===== config.mk =====
export PLATFORM = sky130hd
export DESIGN_NAME = dual_issue_scheduler
export DESIGN_NICKNAME = d
export VERILOG_FILES = /design/src/rtl/dual_issue_scheduler_pkg.sv /design/src/rtl/dual_issue_scheduler_inst_classifier.sv /design/src/rtl/dual_issue_scheduler.sv
export SDC_FILE = /design/constraint.sdc
export NUM_CORES = 1
export LEC_CHECK = 0
export BUFFER_PORTS_ARGS = -buffer_cell sky130_fd_sc_hd__buf_2
export CAP_MARGIN = 20
export CORE_AREA = 2 2 257 233
export CTS_BUF_LIST = sky130_fd_sc_hd__clkbuf_8
export CTS_CLUSTER_SIZE = 16
export DETAILED_ROUTE_END_ITERATION = 7
export DIE_AREA = 0 0 259 235
export SYNTH_ARGS = -nofsm -noshare
export SYNTH_HDL_FRONTEND = slang
export SYNTH_SLANG_ARGS = --single-unit

===== constraint.sdc =====
create_clock -name clk -period 8.7 [get_ports clk]
set_clock_uncertainty 0.2 [all_clocks]
set_input_delay 0.435 -clock clk [delete_from_list [all_inputs] [get_ports clk]]
set_output_delay 0.435 -clock clk [all_outputs]
set_load 0.01 [all_outputs]

===== src/rtl/dual_issue_scheduler_pkg.sv =====
// dual_issue_scheduler_pkg
//   Shared decode definitions for the dual-issue scheduler: instruction field
//   positions, opcode values, class / slot-need / state encodings, register
//   mask bits and small decode helpers.
//   Field layout: op[31:26] rs[25:21] rt[20:16] rd[15:11].
//   Opcodes: 00xxxx ALU-R, 01xxxx ALU-I, 10xxxx MEM, 11xxxx BR.
//   CMP/TEST/JR sit in the ALU-R space; CMPI/TESTI sit in the ALU-I space.
package dual_issue_scheduler_pkg;

  localparam int OP_LSB = 26;
  localparam int RS_LSB = 21;
  localparam int RT_LSB = 16;
  localparam int RD_LSB = 11;
  localparam int REG_W  = 5;
  localparam int BUSY_W = 3;  // holds LOAD_LATENCY up to 7

  localparam logic [5:0] OP_JR    = 6'b001101;
  localparam logic [5:0] OP_CMP   = 6'b001110;
  localparam logic [5:0] OP_TEST  = 6'b001111;
  localparam logic [5:0] OP_CMPI  = 6'b011110;
  localparam logic [5:0] OP_TESTI = 6'b011111;
  localparam logic [5:0] OP_LW    = 6'b100000;
  localparam logic [5:0] OP_SW    = 6'b100001;
  localparam logic [5:0] OP_LA    = 6'b100010;
  localparam logic [5:0] OP_SA    = 6'b100011;

  localparam logic [2:0] REG_MASK_RS = 3'b001;
  localparam logic [2:0] REG_MASK_RT = 3'b010;
  localparam logic [2:0] REG_MASK_RD = 3'b100;

  typedef enum logic [2:0] {CLS_NOP, CLS_ALU, CLS_FLAG, CLS_MEM, CLS_BR} cls_e;
  typedef enum logic [1:0] {NEED_ANY, NEED_S0, NEED_S1} need_e;
  typedef enum logic {S_PAIR, S_REPLAY} state_e;

  typedef struct packed {
    cls_e             cls;
    need_e            need;
    logic [2:0]       src;
    logic [2:0]       dst;
    logic [REG_W-1:0] rs;
    logic [REG_W-1:0] rt;
    logic [REG_W-1:0] rd;
  } dec_t;

  // Destination register number; only meaningful when dst != 0.
  function automatic logic [REG_W-1:0] dst_reg(dec_t d);
    return ((d.dst & REG_MASK_RD) != 3'b0) ? d.rd : d.rt;
  endfunction

  function automatic logic reads(dec_t d, logic [REG_W-1:0] r);
    return (((d.src & REG_MASK_RS) != 3'b0) && d.rs == r) ||
           (((d.src & REG_MASK_RT) != 3'b0) && d.rt == r) ||
           (((d.src & REG_MASK_RD) != 3'b0) && d.rd == r);
  endfunction

endpackage


===== src/rtl/dual_issue_scheduler_inst_classifier.sv =====
// inst_classifier
//   Combinational decode of one instruction into class, pipe need, source and
//   destination register masks and register numbers.
//   Ports: inst_i (instruction), dec_o (decoded record).
module inst_classifier
  import dual_issue_scheduler_pkg::*;
#(
  parameter int INST_WIDTH = 32
) (
  input  logic [INST_WIDTH-1:0] inst_i,
  output dec_t                  dec_o
);

  logic [5:0] op;
  assign op = inst_i[OP_LSB +: 6];

  always_comb begin
    dec_o      = '0;
    dec_o.cls  = CLS_NOP;
    dec_o.need = NEED_ANY;
    dec_o.rs   = inst_i[RS_LSB +: REG_W];
    dec_o.rt   = inst_i[RT_LSB +: REG_W];
    dec_o.rd   = inst_i[RD_LSB +: REG_W];
    if (inst_i == '0) begin
      dec_o.cls = CLS_NOP;
    end else if (op == OP_JR) begin
      dec_o.cls  = CLS_BR;
      dec_o.need = NEED_S0;
      dec_o.src  = REG_MASK_RS;
    end else if (op == OP_CMP || op == OP_TEST) begin
      dec_o.cls  = CLS_FLAG;
      dec_o.need = NEED_S0;
      dec_o.src  = REG_MASK_RS | REG_MASK_RT;
    end else if (op == OP_CMPI || op == OP_TESTI) begin
      dec_o.cls  = CLS_FLAG;
      dec_o.need = NEED_S0;
      dec_o.src  = REG_MASK_RS;
    end else begin
      unique case (op[5:4])
        2'b00: begin
          dec_o.cls = CLS_ALU;
          dec_o.src = REG_MASK_RS | REG_MASK_RT;
          dec_o.dst = REG_MASK_RD;
        end
        2'b01: begin
          dec_o.cls = CLS_ALU;
          dec_o.src = REG_MASK_RS;
          dec_o.dst = REG_MASK_RT;
        end
        2'b10: begin
          dec_o.cls  = CLS_MEM;
          dec_o.need = NEED_S1;
          unique case (op)
            OP_LW:   begin dec_o.src = REG_MASK_RS; dec_o.dst = REG_MASK_RT; end
            OP_SW:   dec_o.src = REG_MASK_RS | REG_MASK_RT;
            OP_LA:   dec_o.dst = REG_MASK_RT;
            OP_SA:   dec_o.src = REG_MASK_RT;
            default: ;
          endcase
        end
        default: begin
          dec_o.cls  = CLS_BR;
          dec_o.need = NEED_S0;
        end
      endcase
    end
  end

endmodule


===== src/rtl/dual_issue_scheduler.sv =====
// dual_issue_scheduler
//   Registered dual-issue hazard/steer stage between IF/ID and the two issue
//   pipes (slot 0 = branch pipe, slot 1 = memory pipe). Resolves load-use,
//   intra-pair RAW/WAW and pipe-conflict hazards; a conflicting younger
//   instruction is parked in a one-entry replay buffer and issued later.
//   Ports: clk/reset (sync, active-high), flush, fetch_* group in with
//   fetch_ready handshake, issue_ready back-pressure, issue_* registered out.
//   Optional: DUAL_ISSUE_SCHED_STATS_EN adds stat_load_stall, stat_split,
//   stat_dual saturating counters.
module dual_issue_scheduler
  import dual_issue_scheduler_pkg::*;
#(
  parameter int INST_WIDTH   = 32,
  parameter int ADDR_WIDTH   = 16,
  parameter int ID_WIDTH     = 8,
  parameter int NUM_REGS     = 32,
  parameter int LOAD_LATENCY = 1,
  parameter int CNT_WIDTH    = 16
) (
  input  logic                  clk,
  input  logic                  reset,
  input  logic                  flush,
  input  logic                  fetch_valid,
  output logic                  fetch_ready,
  input  logic [INST_WIDTH-1:0] fetch_inst0,
  input  logic [INST_WIDTH-1:0] fetch_inst1,
  input  logic [ADDR_WIDTH-1:0] fetch_pc0,
  input  logic [ADDR_WIDTH-1:0] fetch_pc1,
  input  logic [ID_WIDTH-1:0]   fetch_id0,
  input  logic [ID_WIDTH-1:0]   fetch_id1,
  input  logic                  issue_ready,
  output logic                  issue_valid0,
  output logic                  issue_valid1,
  output logic [INST_WIDTH-1:0] issue_inst0,
  output logic [INST_WIDTH-1:0] issue_inst1,
  output logic [ADDR_WIDTH-1:0] issue_pc0,
  output logic [ADDR_WIDTH-1:0] issue_pc1,
  output logic [ID_WIDTH-1:0]   issue_id0,
  output logic [ID_WIDTH-1:0]   issue_id1
`ifdef DUAL_ISSUE_SCHED_STATS_EN
  ,
  output logic [CNT_WIDTH-1:0]  stat_load_stall,
  output logic [CNT_WIDTH-1:0]  stat_split,
  output logic [CNT_WIDTH-1:0]  stat_dual
`endif
);

  localparam logic [BUSY_W-1:0] LAT = BUSY_W'(LOAD_LATENCY);

  state_e                         state_q, state_d;
  logic [1:0]                     vld_q, vld_d;
  logic [1:0][INST_WIDTH-1:0]     inst_q, inst_d;
  logic [1:0][ADDR_WIDTH-1:0]     pc_q, pc_d;
  logic [1:0][ID_WIDTH-1:0]       id_q, id_d;
  logic [INST_WIDTH-1:0]          rep_inst_q, rep_inst_d;
  logic [ADDR_WIDTH-1:0]          rep_pc_q, rep_pc_d;
  logic [ID_WIDTH-1:0]            rep_id_q, rep_id_d;
  logic [NUM_REGS-1:0][BUSY_W-1:0] busy_q, busy_d;

  // Candidates: 0 = older, 1 = younger, 2 = replay entry.
  logic [2:0][INST_WIDTH-1:0] cand;
  dec_t [2:0]                 dec;
  logic [2:0]                 blk;
  logic                       adv, raw, waw, slot_clash, split;
  logic                       sl0, slr;

  assign cand = {rep_inst_q, fetch_inst1, fetch_inst0};

  for (genvar g = 0; g < 3; g++) begin : g_cls
    inst_classifier #(.INST_WIDTH(INST_WIDTH)) u_cls (
      .inst_i (cand[g]),
      .dec_o  (dec[g])
    );
  end

  function automatic logic ld_blk(dec_t d);
    return (((d.src & REG_MASK_RS) != 3'b0) && busy_q[d.rs] != '0) ||
           (((d.src & REG_MASK_RT) != 3'b0) && busy_q[d.rt] != '0) ||
           (((d.src & REG_MASK_RD) != 3'b0) && busy_q[d.rd] != '0);
  endfunction

  function automatic logic is_lw(dec_t d, logic [INST_WIDTH-1:0] inst);
    return d.cls == CLS_MEM && inst[OP_LSB +: 6] == OP_LW;
  endfunction

  for (genvar g = 0; g < 3; g++) begin : g_blk
    assign blk[g] = ld_blk(dec[g]);
  end

  assign adv        = issue_ready || (vld_q == 2'b00);
  assign raw        = (dec[0].dst != 3'b0) && reads(dec[1], dst_reg(dec[0]));
  assign waw        = (dec[0].dst != 3'b0) && (dec[1].dst != 3'b0) &&
                      (dst_reg(dec[0]) == dst_reg(dec[1]));
  assign slot_clash = (dec[0].need != NEED_ANY) && (dec[0].need == dec[1].need);
  assign split      = raw || waw || slot_clash || blk[1];

  assign fetch_ready = !reset && !flush && adv && (state_q == S_PAIR) && !blk[0];

  always_comb begin
    state_d    = state_q;
    vld_d      = vld_q;
    inst_d     = inst_q;
    pc_d       = pc_q;
    id_d       = id_q;
    rep_inst_d = rep_inst_q;
    rep_pc_d   = rep_pc_q;
    rep_id_d   = rep_id_q;
    busy_d     = busy_q;
    sl0        = (dec[0].need == NEED_S1);
    slr        = (dec[2].need == NEED_S1);
    if (flush) begin
      // Scoreboard kept: in-flight loads are older than flushed work.
      state_d    = S_PAIR;
      vld_d      = '0;
      inst_d     = '0;
      pc_d       = '0;
      id_d       = '0;
      rep_inst_d = '0;
      rep_pc_d   = '0;
      rep_id_d   = '0;
    end else if (adv) begin
      vld_d  = '0;
      inst_d = '0;
      pc_d   = '0;
      id_d   = '0;
      for (int r = 0; r < NUM_REGS; r++)
        if (busy_q[r] != '0) busy_d[r] = busy_q[r] - BUSY_W'(1);
      if (state_q == S_PAIR) begin
        if (fetch_valid && !blk[0]) begin
          if (!split) begin
            // Older takes slot 1 if it needs it, or if the younger needs slot 0.
            sl0 = (dec[0].need == NEED_S1) ||
                  (dec[0].need == NEED_ANY && dec[1].need == NEED_S0);
            vld_d[~sl0]  = 1'b1;
            inst_d[~sl0] = fetch_inst1;
            pc_d[~sl0]   = fetch_pc1;
            id_d[~sl0]   = fetch_id1;
            if (is_lw(dec[1], fetch_inst1)) busy_d[dst_reg(dec[1])] = LAT;
          end else begin
            state_d    = S_REPLAY;
            rep_inst_d = fetch_inst1;
            rep_pc_d   = fetch_pc1;
            rep_id_d   = fetch_id1;
          end
          vld_d[sl0]  = 1'b1;
          inst_d[sl0] = fetch_inst0;
          pc_d[sl0]   = fetch_pc0;
          id_d[sl0]   = fetch_id0;
          if (is_lw(dec[0], fetch_inst0)) busy_d[dst_reg(dec[0])] = LAT;
        end
      end else if (!blk[2]) begin
        vld_d[slr]  = 1'b1;
        inst_d[slr] = rep_inst_q;
        pc_d[slr]   = rep_pc_q;
        id_d[slr]   = rep_id_q;
        if (is_lw(dec[2], rep_inst_q)) busy_d[dst_reg(dec[2])] = LAT;
        state_d    = S_PAIR;
        rep_inst_d = '0;
        rep_pc_d   = '0;
        rep_id_d   = '0;
      end
    end
  end

  always_ff @(posedge clk) begin
    if (reset) begin
      state_q    <= S_PAIR;
      vld_q      <= '0;
      inst_q     <= '0;
      pc_q       <= '0;
      id_q       <= '0;
      rep_inst_q <= '0;
      rep_pc_q   <= '0;
      rep_id_q   <= '0;
      busy_q     <= '0;
    end else begin
      state_q    <= state_d;
      vld_q      <= vld_d;
      inst_q     <= inst_d;
      pc_q       <= pc_d;
      id_q       <= id_d;
      rep_inst_q <= rep_inst_d;
      rep_pc_q   <= rep_pc_d;
      rep_id_q   <= rep_id_d;
      busy_q     <= busy_d;
    end
  end

  assign issue_valid0 = vld_q[0];
  assign issue_valid1 = vld_q[1];
  assign issue_inst0  = inst_q[0];
  assign issue_inst1  = inst_q[1];
  assign issue_pc0    = pc_q[0];
  assign issue_pc1    = pc_q[1];
  assign issue_id0    = id_q[0];
  assign issue_id1    = id_q[1];

`ifdef DUAL_ISSUE_SCHED_STATS_EN
  logic                 go, ev_stall, ev_split, ev_dual;
  logic [CNT_WIDTH-1:0] st_stall_q, st_split_q, st_dual_q;

  assign go       = adv && !flush;
  assign ev_stall = go && ((state_q == S_PAIR && fetch_valid && blk[0]) ||
                           (state_q == S_REPLAY && blk[2]));
  assign ev_split = go && state_q == S_PAIR && fetch_valid && !blk[0] && split;
  assign ev_dual  = go && state_q == S_PAIR && fetch_valid && !blk[0] && !split;

  // Saturating; flush does not clear them.
  always_ff @(posedge clk) begin
    if (reset) begin
      st_stall_q <= '0;
      st_split_q <= '0;
      st_dual_q  <= '0;
    end else begin
      if (ev_stall && !(&st_stall_q)) st_stall_q <= st_stall_q + 1'b1;
      if (ev_split && !(&st_split_q)) st_split_q <= st_split_q + 1'b1;
      if (ev_dual  && !(&st_dual_q))  st_dual_q  <= st_dual_q + 1'b1;
    end
  end

  assign stat_load_stall = st_stall_q;
  assign stat_split      = st_split_q;
  assign stat_dual       = st_dual_q;
`endif

endmodule


* Word level (Yosys, flattened, before mapping)
Cells that the tools add are included.
Word-level totals: bits in registers 267, input port bits 117, output and inout port bits 115, word-level logic and storage cells 529
Operators by class: $add $sub $neg 32, magnitude comparators 21, equal/unequal tests 45, multiplexer cells 253, bitwise logic cells 19, reductions and logical operators 116
Operators with widths (number):
- 2-to-1 mux 96 bit | 11
- 2-to-1 mux 64 bit | 8
- 2-to-1 mux 32 bit | 15
- 2-to-1 mux 3 bit | 120
- bitwise AND 64 bit | 5
- 2-to-1 mux 16 bit | 15
- NOT 64 bit | 3
- 2-to-1 mux 8 bit | 19
- binary-select mux 3 bit (select 5 bit) | 9
- nonzero test 3 bit | 43
- demux 32 bit (select 1 bit) | 3
- zero test 32 bit | 3
- bitwise OR 32 bit | 3
- subtractor 3 x 1 -> 3 bit, second input constant | 32
- equality test 6 bit, second input constant | 12
- < comparator 5 x 6 -> 1 bit, second input constant | 12
- bitwise AND 32 bit | 2
- bitwise mux 64 bit | 1
- equality test 6 x 4 -> 1 bit, second input constant | 9
- demux 16 bit (select 1 bit) | 3
- demux 3 bit (select 5 bit) | 3
- one-hot mux 5 bit (3 select lines) | 3
- equality test 6 x 5 -> 1 bit, second input constant | 6
- bitwise AND 16 bit | 2
- other kinds (29) | 144

* Depth between registers and ports, before layout
depth in word-level cells 29, depth in mapped cells 15, depth with buffers taken out 10

* Hierarchy
From an unflattened synthesis, not the netlist that was laid out.
Second synthesis, totals: cell total of the unflattened synthesis 2506, area total of the unflattened synthesis 19677.6 sq um
Modules (own cells, without submodules):
- dual_issue_scheduler | times used 1, cells each 2337, area an instance 18541.5 sq um, seq. area each 5345.1 sq um
- inst_classifier at g_cls[1].u_cls ... | times used 2, cells each 56, area an instance 377.9 sq um, seq. area each 0.0 sq um
- inst_classifier at g_cls[0].u_cls | times used 1, cells each 57, area an instance 380.4 sq um, seq. area each 0.0 sq um

* Worst setup path before layout
Ideal clock, no wire load.
path type input port to flip-flop, start point input fetch_inst0[26], end point register busy_q[16] in the netlist's numbering, setup time 0.117 ns, arrival time 3.204 ns, data required time 8.383 ns, setup slack 5.179 ns, cell stages on the path 14, path buffers 4, path through buf_2 -> nor4_4 -> nand4_2 -> nor3_4 -> a221oi_1 -> a41o_1 -> buf_6 -> nor3b_4 -> nand4_1 -> buf_4 -> buf_6 -> o41ai_2 -> o21ai_1 -> a32o_1
Between the ends: longest elaborated chain between the ends 24, elaborated cells on any way between the ends 68, those cells by class order compare: 2; eq/ne: 15; mux: 22; bitwise: 2; reduce/logical: 27
Ends and longest elaborated chain:
- start: declaration | line dual_issue_scheduler.sv:25 | input logic [INST_WIDTH-1:0] fetch_inst0,
- parallel branches: the longest is 22 deep, another holds 2-to-1 mux 8 bit
- 2-to-1 mux 96 bit (*) | line dual_issue_scheduler.sv:129 | if (fetch_valid && !blk[0]) begin
- 2-to-1 mux 96 bit (*) | line dual_issue_scheduler.sv:128 | if (state_q == S_PAIR) begin
- end signal: assignment | line dual_issue_scheduler.sv:185 | busy_q <= busy_d;
- end: declaration | line dual_issue_scheduler.sv:58 | logic [NUM_REGS-1:0][BUSY_W-1:0] busy_q, busy_d;
Every way passes the cells marked *. The select of a mux whose other input is x is not followed. A chain may end at the register's enable or synchronous reset.

* Worst setup path after layout
start point register busy_q[44] in the netlist's numbering, end point register inst_q, in the netlist issue_inst1[21]
Between the ends: longest elaborated chain between the ends 19, elaborated cells on any way between the ends 64, those cells by class order compare: 2; mux: 34; reduce/logical: 28
Ends and longest elaborated chain:
- binary-select mux 3 bit (select 5 bit) (on tied branches) | line dual_issue_scheduler.sv:77, dual_issue_scheduler.sv:78
- 2-to-1 mux 3 bit (on tied branches) | line dual_issue_scheduler.sv:77, dual_issue_scheduler.sv:78
- nonzero test 3 bit (on tied branches) | line dual_issue_scheduler.sv:77, dual_issue_scheduler.sv:78
- logical AND 1 bit (on tied branches) | line dual_issue_scheduler.sv:77, dual_issue_scheduler.sv:78
- logical OR 1 bit | line dual_issue_scheduler.sv:77 | return (((d.src & REG_MASK_RS) != 3'b0) && busy_q[d.rs] != '0) ||
- logical OR 1 bit | line dual_issue_scheduler.sv:78 | (((d.src & REG_MASK_RT) != 3'b0) && busy_q[d.rt] != '0) ||
- logical OR 1 bit | line dual_issue_scheduler.sv:95 | assign split = raw || waw || slot_clash || blk[1];
- 2-to-1 mux 1 bit | line dual_issue_scheduler.sv:130 | if (!split) begin
- [3 not listed]
- 2-to-1 mux 1 bit | line dual_issue_scheduler.sv:111 | if (flush) begin
- < comparator 1 x 2 -> 1 bit (not written as such) or >= comparator 1 bit (tied branches) | line dual_issue_scheduler.sv:146 | inst_d[sl0] = fetch_inst0;
- logical AND 1 bit (not written as such) | line dual_issue_scheduler.sv:146
- 2-to-1 mux 32 bit (not written as such) | line dual_issue_scheduler.sv:146
- demux 32 bit (select 1 bit) | line dual_issue_scheduler.sv:146
- bitwise mux 64 bit | line dual_issue_scheduler.sv:146
- 2-to-1 mux 64 bit | line dual_issue_scheduler.sv:129
- 2-to-1 mux 64 bit (*) | line dual_issue_scheduler.sv:128
- end signal: assignment | line dual_issue_scheduler.sv:179 | inst_q <= inst_d;
- end: declaration | line dual_issue_scheduler.sv:52 | logic [1:0][INST_WIDTH-1:0] inst_q, inst_d;
Mark *: on every way between the ends. The rest lies on a longest branch, timed or not. The select of a mux whose other input is x is not followed.

==> Flow_metrics.wiki <==
{| class="wikitable"
! Metric !! Value
|-
| GR Overflow Total || 0
|-
| Number of buffers added by the clock tree synthesis step || around 50
|-
| Violations in the final reports || DRC
|-
| Count of flip-flops with a built-in enable after synthesis || 0
|-
| Leakage power || 8.14 nW
|-
| Share of synthesized flip-flops with an asynchronous set or reset || 0%
|-
| Routed wire length per instance || ~23 um
|-
| Highest Clock Rate || ~200 MHz
|-
| Fin Hold WS || around 75 ps
|-
| Clock tree from TritonCTS || done
|-
| Hold path depth || 3
|-
| Critical path capture point type || flip-flop
|-
| Vertical die dimension || roughly 240 um
|-
| Post-layout nets || 2686
|-
| Total of endpoints with negative setup slack in the final report || 0
|-
| Terminus of the critical flop-to-flop path || issue_inst1[21]
|-
| Num ports || roughly 230
|-
| Final hold vios || 0
|-
| Number of flip-flops and latches in the synthesized netlist || 267
|-
| Post-CTS Repair Setup Buffers || 0
|-
| Most used DFF post-synth || dfxtp_1
|-
| Level count of the clock H-tree || 2
|-
| Number of antenna violations at the first check in global routing || 9
|-
| Synthesized instance count || 2263
|-
| Crit path launch type || flip-flop
|-
| Path category of the worst min-delay check || input port to flip-flop
|-
| Period minus WS final || approximately 5000 ps
|-
| DP HPWL || slightly above 50000 um
|-
| Run status || complete, but fails checks
|-
| Vias after detailed routing || approximately 20000
|-
| Beginning of the worst hold path || fetch_inst0[28]
|-
| Area of the core region || approximately 0.058 mm^2
|-
| Clock Pin Slew Worst Setup and Hold Paths || about 70 ps
|-
| Total of warnings raised by yosys || 0
|-
| Average via count per standard cell || between 5 and 6
|-
| Mapped Nets || 2475
|-
| Fill cell count || ~5900
|-
| Port bufs || around 230
|-
| Root Driver || clkbuf_8
|-
| Cell area reported after detailed placement || approximately 0.02 mm^2
|-
| Cell row count || between 80 and 90
|-
| Cell area after synthesis || approximately 0.018 mm^2
|-
| Number of cells after detailed placement || between 3000 and 4000
|-
| Average cell area after synthesis || just under 8 um^2
|-
| Endpoint of the worst hold path || issue_inst0[28]
|-
| Wirelength, routed || roughly 76000 um
|-
| Rel. slew slack || about a tenth
|-
| Sequential cell area fraction in the yosys report || 29.9%
|-
| Fraction of final layout cells sized beyond drive strength 1 || approximately 18%
|-
| Pin count of the biggest net entering global routing || ~110
|-
| Final cell count without fillers || 3289
|-
| Top fanout value on the critical path || 54
|-
| Unrepaired setup endpoints after global routing || false
|-
| Max-slew violation total from the final report || 0
|-
| FF-to-FF path depth || 12
|-
| Detailed router's first-iteration violation count || ~2400
|-
| CTS sink cnt || 267
|-
| Total GRT Usage || between 20% and 30%
|-
| Growth of design area from synthesis to finish || 20.3%
|-
| R2r startpoint || busy_q[44]
|-
| Final routed DRC violation total || 1
|-
| Clock insertion delay at the later pin of the skew report || about 630 ps
|-
| Max-cap violations || 0
|-
| R2R Setup Slk || 3740 ps
|-
| Tightest Pin Transition || between 1000 and 1500 ps
|-
| Initial cell density of the core || between 30% and 40%
|-
| Die width || between 200 and 300 um
|-
| Global-route wire length before repair || roughly 110000 um
|-
| Bufs on Longest Clock Path || 3
|-
| Crit Path Class || flip-flop to flip-flop
|-
| Final standard cell area without fillers || approximately 0.022 mm^2
|-
| Cell Pwr Density || 162 mW/mm^2
|-
| VDD IR-drop max || approximately 0.09 mV
|-
| Final weighted congestion in routability-driven placement || ~0.97
|-
| Die Area || 0.0609 mm^2
|-
| Worst Path Arrival || around 5300 ps
|-
| Number of nets with antenna violations after routing || 0
|-
| Number of global-route vias before repair || between 15000 and 20000
|-
| Detailed Routing Iterations Pass 1 || 8
|-
| Final Cycle Share || a little under three fifths
|-
| Critical Path RT || 9050 ps
|-
| Placement Setup Slack || 3620 ps
|-
| Accumulated negative setup slack || 0 ps
|-
| Worst Setup Slack, final || ~3700 ps
|-
| Number of different library cells in the post-synthesis netlist || 90
|}
## worst max-delay path, cell delays in order (launching register included)
cell and delay (ps):
dfxtp_1 330, nor3_1 960, a21oi_1 240, a2111oi_0 560, o2bb2ai_1 280, o211ai_1 140
a21oi_1 470, nand4_1 150, buf_4 310, o21ai_4 170, buf_4 600, a22oi_1 200
a21oi_1 200
## stage by stage
stage                     total power [mW]  util, %
after floorplan                       1.87        -
after global placement                2.16     33.5
after detailed placement              2.18     33.7
after CTS                             3.48     36.9
after global routing                  3.62     37.0
final                                 3.48     37.0
## final cells by class
type | count | area [um^2] | share of cell area (%)
tap | 774 | 968 | 4.50
multi-input combinational | 1599 | 11100 | 51.4
clock inverter | 25 | 158 | 0.733
clock buffer | 61 | 840 | 3.90
inverter | 200 | 751 | 3.49
sequential | 267 | 5350 | 24.9
timing repair buffer | 357 | 2370 | 11.0
antenna | 6 | 15.0 | 0.0698
## what timing repair did
item | 4_1_cts | 5_1_grt
hold endpoints to repair | 132 | 0
resized for setup | 0 | 0
endpoints found under the setup margin | 0 | 0
hold buffers | 88 | 0
## synth_stat cells, types with 35 or more instances
| cell type | n | area (um^2) |
|---|---|---|
| dfxtp_1 | 267 | 5350 |
| nor2_1 | 77 | 289 |
| nor3_1 | 72 | 360 |
| nand3_1 | 86 | 430 |
| nand2b_1 | 52 | 325 |
| nor4_1 | 42 | 263 |
| inv_1 | 196 | 736 |
| buf_2 | 35 | 175 |
| ha_1 | 95 | 1190 |
| o21ai_0 | 163 | 816 |
| clkbuf_1 | 139 | 522 |
| a22oi_1 | 111 | 833 |
| nand2_1 | 155 | 582 |
| a21oi_1 | 256 | 1280 |
## layer usage
metal,GRT usage [%],wire [um],up-vias,share of wire (%)
met5,0,40,-,0.053
met1,31.6,31500,9487,41
met4,9.72,3090,6,4.1
met3,5.46,7420,227,9.8
met2,37.9,34000,1149,45
li1,-,-,8795,-
## flip-flops by register name, indices dropped and copies added (netlist names), 8 cells and up
name and count:
busy_q 96, issue_inst0 32, issue_inst1 32, rep_inst_q 32, issue_pc0 16, issue_pc1 16, rep_pc_q 16, issue_id0 8
issue_id1 8, rep_id_q 8
## report_power, final
group | switching (mW) | internal, mW | total [mW]
registers | 0.0531 | 1.28 | 1.33
logic | 0.581 | 0.308 | 0.890
clock network | 0.573 | 0.688 | 1.26
total | 1.21 | 2.28 | 3.48
## kinds of logic (layout without fill, tap and decap cells)
| kind of cell | after synthesis | in the layout | share of synthesized area (%) |
|---|---|---|---|
| other cells | 0 | 6 | 0 |
| fa+ha+maj | 95 | 95 | 6.65 |
| flops | 267 | 267 | 29.9 |
| buf+inv | 397 | 643 | 8.82 |
| mux | 57 | 57 | 5.11 |
| compound gates | 838 | 838 | 31.8 |
| xor+xnor | 10 | 10 | 0.490 |
| simple gates | 599 | 599 | 17.2 |
## how the worst max path moves through the flow
stage                                from  slack, ps  depth (start not counted)              end
after detailed placement  fetch_inst0[26]       3620                         12     issue_id0[1]
after CTS                      busy_q[44]       3910                         11     issue_id0[1]
after global routing           busy_q[44]       3500                         11   issue_inst0[9]
after global placement    fetch_inst0[26]       3610                         12     issue_id0[2]
after floorplan           fetch_inst0[26]       5180                         14       busy_q[16]
final                          busy_q[44]       3740                         12  issue_inst1[21]
## layout by cell type, fill, tap and decap left out, drive strengths merged, types with 79 or more instances in the layout
cell         Yosys  routed
a21oi          258     258
a22oi          111     111
buf             57     266
dfxtp          267     267
dlygate4sd3      0      88
ha              95      95
inv            198     216
nand2          155     155
nand3           87      87
nor2            79      79
o21ai          186     186
Note: power is estimated with default switching activity, not from simulation.
